File: src/rtl/mux_rr_arbiter.sv
// mux_rr_arbiter
//   Round-robin arbiter that owns the select lines of a shared 4:1 mux.
//   A requester wins the mux and keeps it until it signals DONE, drops its
//   request, or uses up MAX_HOLD consecutive cycles. Every release is
//   followed by one guard cycle with no grant, and then the next requester
//   wins. Search order starts one past the previous owner.
//
// Ports
//   CLK    in   clock, rising edge
//   RST_N  in   asynchronous active-low reset
//   REQ    in   [3:0] request per requester
//   DONE   in   owner releases at the next edge (only meaningful while VALID)
//   S1     out  mux select MSB (owner index bit 1)
//   S2     out  mux select LSB (owner index bit 0)
//   GNT    out  [3:0] one-hot grant, zero when nobody owns the mux
//   VALID  out  high exactly when GNT is non-zero
//
// All outputs are registered.

module mux_rr_arbiter #(
    parameter int unsigned MAX_HOLD = 4
) (
    input  logic       CLK,
    input  logic       RST_N,
    input  logic [3:0] REQ,
    input  logic       DONE,
    output logic       S1,
    output logic       S2,
    output logic [3:0] GNT,
    output logic       VALID
);

    typedef enum logic [1:0] {
        IDLE,
        GRANT,
        GUARD
    } state_t;

    localparam logic [7:0] HOLD_LIM = 8'(MAX_HOLD);

    state_t     state, state_n;
    logic [1:0] last, last_n;
    logic [7:0] hcnt, hcnt_n;
    logic [3:0] gnt_n;
    logic       valid_n;
    logic       s1_n, s2_n;
    logic [1:0] winner;
    logic       release_now;

    // First index with REQ set, searching ptr+1, ptr+2, ptr+3, ptr (mod 4).
    function automatic logic [1:0] rr_pick(input logic [3:0] r, input logic [1:0] ptr);
        logic [1:0] idx;
        logic       found;
        rr_pick = ptr;
        found   = 1'b0;
        for (int unsigned k = 1; k <= 4; k++) begin
            idx = ptr + 2'(k);
            if (!found && r[idx]) begin
                rr_pick = idx;
                found   = 1'b1;
            end
        end
    endfunction

    assign winner      = rr_pick(REQ, last);
    // LAST always equals the current owner while in GRANT.
    assign release_now = DONE || !REQ[last] || (hcnt == HOLD_LIM);

    always_comb begin
        state_n = state;
        last_n  = last;
        hcnt_n  = hcnt;
        gnt_n   = GNT;
        valid_n = VALID;
        s1_n    = S1;
        s2_n    = S2;

        unique case (state)
            IDLE, GUARD: begin
                if (|REQ) begin
                    state_n = GRANT;
                    last_n  = winner;
                    hcnt_n  = 8'd1;
                    gnt_n   = 4'b0001 << winner;
                    valid_n = 1'b1;
                    s1_n    = winner[1];
                    s2_n    = winner[0];
                end else begin
                    state_n = IDLE;
                    gnt_n   = '0;
                    valid_n = 1'b0;
                end
            end
            GRANT: begin
                if (release_now) begin
                    // Select lines keep the old owner through the guard cycle.
                    state_n = GUARD;
                    hcnt_n  = '0;
                    gnt_n   = '0;
                    valid_n = 1'b0;
                end else begin
                    hcnt_n = hcnt + 8'd1;
                end
            end
            default: begin
                state_n = IDLE;
                gnt_n   = '0;
                valid_n = 1'b0;
            end
        endcase
    end

    always_ff @(posedge CLK or negedge RST_N) begin
        if (!RST_N) begin
            state <= IDLE;
            last  <= 2'd3;
            hcnt  <= '0;
            GNT   <= '0;
            VALID <= 1'b0;
            S1    <= 1'b0;
            S2    <= 1'b0;
        end else begin
            state <= state_n;
            last  <= last_n;
            hcnt  <= hcnt_n;
            GNT   <= gnt_n;
            VALID <= valid_n;
            S1    <= s1_n;
            S2    <= s2_n;
        end
    end

endmodule
File: config.mk
export PLATFORM = sky130hd
export DESIGN_NAME = mux_rr_arbiter
export DESIGN_NICKNAME = d
export VERILOG_FILES = /design/src/rtl/mux_rr_arbiter.sv
export SDC_FILE = /design/constraint.sdc
export NUM_CORES = 1
export LEC_CHECK = 0
export ABC_AREA = 1
export CAP_MARGIN = 20
export CORE_ASPECT_RATIO = 0.5
export CORE_MARGIN = 2
export CORE_UTILIZATION = 27
export CTS_BUF_LIST = sky130_fd_sc_hd__clkbuf_8
export CTS_CLUSTER_SIZE = 8
export DETAILED_ROUTE_END_ITERATION = 10
export GPL_TIMING_DRIVEN = 0
export PLACE_DENSITY_LB_ADDON = 0.25
export REMOVE_ABC_BUFFERS = 1
export SLEW_MARGIN = 25
export SYNTH_ARGS = -nofsm -noshare
export SYNTH_HDL_FRONTEND = slang
export SYNTH_SLANG_ARGS = --single-unit
File: constraint.sdc
create_clock -name CLK -period 3.5 [get_ports CLK]
set_clock_uncertainty 0.15 [all_clocks]
set_input_delay 0.7 -clock CLK [delete_from_list [all_inputs] [get_ports CLK]]
set_output_delay 0.7 -clock CLK [all_outputs]
set_load 0.005 [all_outputs]
==> metrics.md <==
| Metric | Value |
|---|---|
| Worst vdd ir | `265 uV` |
| Clock buffer depth | `2` |
| Hold Path Class | `reg -> reg` |
| Synthesized area | `1170 um2` |
| GRT met1 Usage | `13.1%` |
| Hold buffer count at cts | `0` |
| CTS root buf | `clkbuf_8` |
| Setup violators final | `0` |
| Relative slew slack | `45.3%` |
| Post-synthesis register bit count | `18` |
| RSZ-0062 raised after global routing | `false` |
| Wire per inst | `10.2 um` |
| Pre-antenna DRT Iters | `4` |
| Core area | `4040 um2` |
| Largest area contributor in the netlist | `dfrtp_1` |
| NetSw | `0.590 mW` |
| Number of global-route vias before repair | `944` |
| GRT Resource Usage Total | `10.1%` |
| Placer Congestion | `0.787` |
| Die Area | `4930 um2` |
| I/O pins | `14` |
| Setup bufs post-CTS | `0` |
| Post-synth top area share | `34.1%` |
| Register clock-pin slew on the reported worst setup and hold paths | `70 ps` |
| Num CTS Buffers | `3` |
| Initial Utilization | `29.1%` |
| P_int | `0.623 mW` |
| Largest cells by area after synthesis | `dfrtp_1, nand2_1, inv_1` |
| Crit path DAT | `2170 ps` |
| H-tree Lvls | `1` |
| Crit-path cells | `clkdlybuf4s50_1, inv_1, nand2_1, nand2_1, o21ai_0, nand2_1, nor2_4, inv_1, o22ai_1` |
| Logic pwr share | `60.0%` |
| Die width | `97.3 um` |
| Worst path max stage delay | `470 ps` |
| Rows | `16` |
| Iteration-0 DRC Markers | `27` |
| Initial antenna violation count | `0` |
| Syn_area_per_cell | `7.16 um2` |
| CP Launch Type | `input port` |
| Die Height | `50.6 um` |
| Pleak | `0.711 nW` |
| Ant. Diodes | `0` |
| Layout cell share with drive strength beyond 1 | `13.9%` |
| Number of synthesized flops with an enable pin | `0` |
| Yosys Warn Count | `0` |
| Status | `complete, no violations` |
| Detailed-route DRC error count | `0` |
| Cells after Synth | `164` |
| Skew-Pair Late Insertion Delay | `250 ps` |
| Sequential share of power | `28.0%` |
| Fmax | `466 MHz` |
| Grt ovf | `0` |
| Ys flop type | `dfrtp_1` |
| Power Density | `860 nW/um2` |
| Clock share of power | `12.0%` |
| Sequential fraction of the synthesis area | `38.6%` |
| Max-cap violations | `0` |
| Ys async rst share | `100%` |
| Busiest grt layer | `met2` |
| Nets | `190` |
| Routing usage on met3 | `2.09%` |
| IO buf count | `13` |
| Largest net degree at the start of global routing | `19` |
| Yosys cell types | `24` |
| Final min period | `2150 ps` |
| Count of pins over their slew limit | `0` |
| CP Max Fanout | `8` |
| Setup crit end kind | `register` |
| Met2 usage | `17.0%` |
| CTS tree | `done` |
| Fill count | `445` |
| Post-route ant nets | `0` |
| Final hold viol count | `0` |
| Global-route wire length before repair | `4030 um` |
| Crit share post-route | `61.4%` |
| Switching part of the total | `48.7%` |
| Clk sinks | `18` |
| Crit Path Category | `in -> reg` |
| CP max stage cell | `clkdlybuf4s50_1` |
| WL final | `2380 um` |
| Setup TNS | `0 ps` |
| Dpl hpwl | `1840 um` |
| Tot Pwr | `1.21 mW` |
| Post-CTS Resized | `0` |
| Worst Tran Pin Value | `817 ps` |
| CP most frequent cell | `nand2_1` |
| Via Count | `1037` |
| Area grow syn2layout | `20.0%` |
| WP data required | `3530 ps` |
| Vias per cell | `4.43` |
## placed cells by master, fill, tap and decap left out
cell type        instances
nand2_2                  9
dfrtp_1                 16
a22oi_1                  1
nand4_1                  3
o21ai_0                  4
dfstp_2                  2
clkdlybuf4s50_1         13
nand2_4                  4
a21oi_1                  4
inv_1                   20
o21bai_1                 1
nor2_4                   1
xor2_1                   4
inv_2                    3
nand3_1                 12
o31ai_1                  1
nor2_2                   2
ha_1                     2
a31oi_1                  1
nor2_1                   8
nand3_4                  1
o22ai_1                  3
clkinv_1                 1
nand2_1                 61
clkbuf_8                 3
## registers in the layout, summed over array words and instances, names as in the netlist
| register | flops |
|---|---|
| hcnt | 8 |
| GNT | 4 |
| last | 2 |
| state | 2 |
| S1 | 1 |
| S2 | 1 |
## layer usage
layer,vias to the layer above,wire [um]
li1,547,-
met4,0,27
met3,2,26
met5,-,0
met2,9,1110
met1,479,1210
## kinds of logic after synthesis
kind of cell	share of synthesized area, %
compound gates	7.46
xor+xnor	2.98
fa+ha+maj	2.13
buf+inv	7.99
flops	38.6
simple gates	40.9
## layout make-up
class | instances | area (um2) | area share [%]
Multi-Input combinational cell | 122 | 628 | 44.5
Sequential cell | 18 | 453 | 32.1
Timing Repair Buffer | 13 | 130 | 9.23
Inverter | 23 | 86.3 | 6.12
Tap cell | 54 | 67.6 | 4.79
Clock buffer | 3 | 41.3 | 2.93
Clock inverter | 1 | 3.75 | 0.266
## final timing paths
| path | startpoint | to | slack, ps | depth (start not counted) |
|---|---|---|---|---|
| max reg2reg | last[0] | hcnt[6] | 1500 | 8 |
| min in group asynchronous | RST_N | state[0] | 770 | 1 |
| min | GNT[1] | GNT[1] | 330 | 2 |
| min reg2reg | GNT[1] | GNT[1] | 330 | 2 |
| max in group asynchronous | RST_N | hcnt[0] | 1920 | 1 |
| max | REQ[3] | hcnt[6] | 1350 | 9 |
## cell usage after synthesis (3+ instances only)
cell type   n
nand3_1    12
nand2_4     4
a21oi_1     4
nand2_1    61
inv_2       3
dfrtp_1    16
xor2_1      4
nand2_2     9
o22ai_1     3
o21ai_0     4
nor2_1      8
inv_1      19
nand4_1     3
## critical path, delay by kind of cell
kind / cells / cell delay [ps]
AND/OR/NAND/NOR: 4 / 500
AO/OA/AOI/OAI: 2 / 310
buffers and inverters: 3 / 650
## metrics by stage
step | hold WS (ps) | setup slack [ps] | utilization [%] | instances | instance area, um2
2_1_floorplan | 254 | 1780 | - | 163 | 1170
3_3_place_gp | 314 | 1080 | 33.8 | 230 | 1370
3_5_place_dp | 319 | 1060 | 33.8 | 230 | 1370
4_1_cts | 335 | 1330 | 34.9 | 234 | 1410
5_1_grt | 367 | 1080 | 34.9 | 234 | 1410
6_report | 333 | 1350 | 34.9 | 234 | 1410
## power by group through the flow
stage / Combinational (mW) / Sequential, mW / Clock [mW]
CTS: 0.736 / 0.341 / 0.150
global placement: 0.719 / 0.343 / 0
detailed placement: 0.736 / 0.344 / 0
global route: 0.824 / 0.349 / 0.160
finish: 0.728 / 0.340 / 0.145
floorplan: 0.550 / 0.333 / 0
No activity file was read; power rests on OpenSTA's default activity.
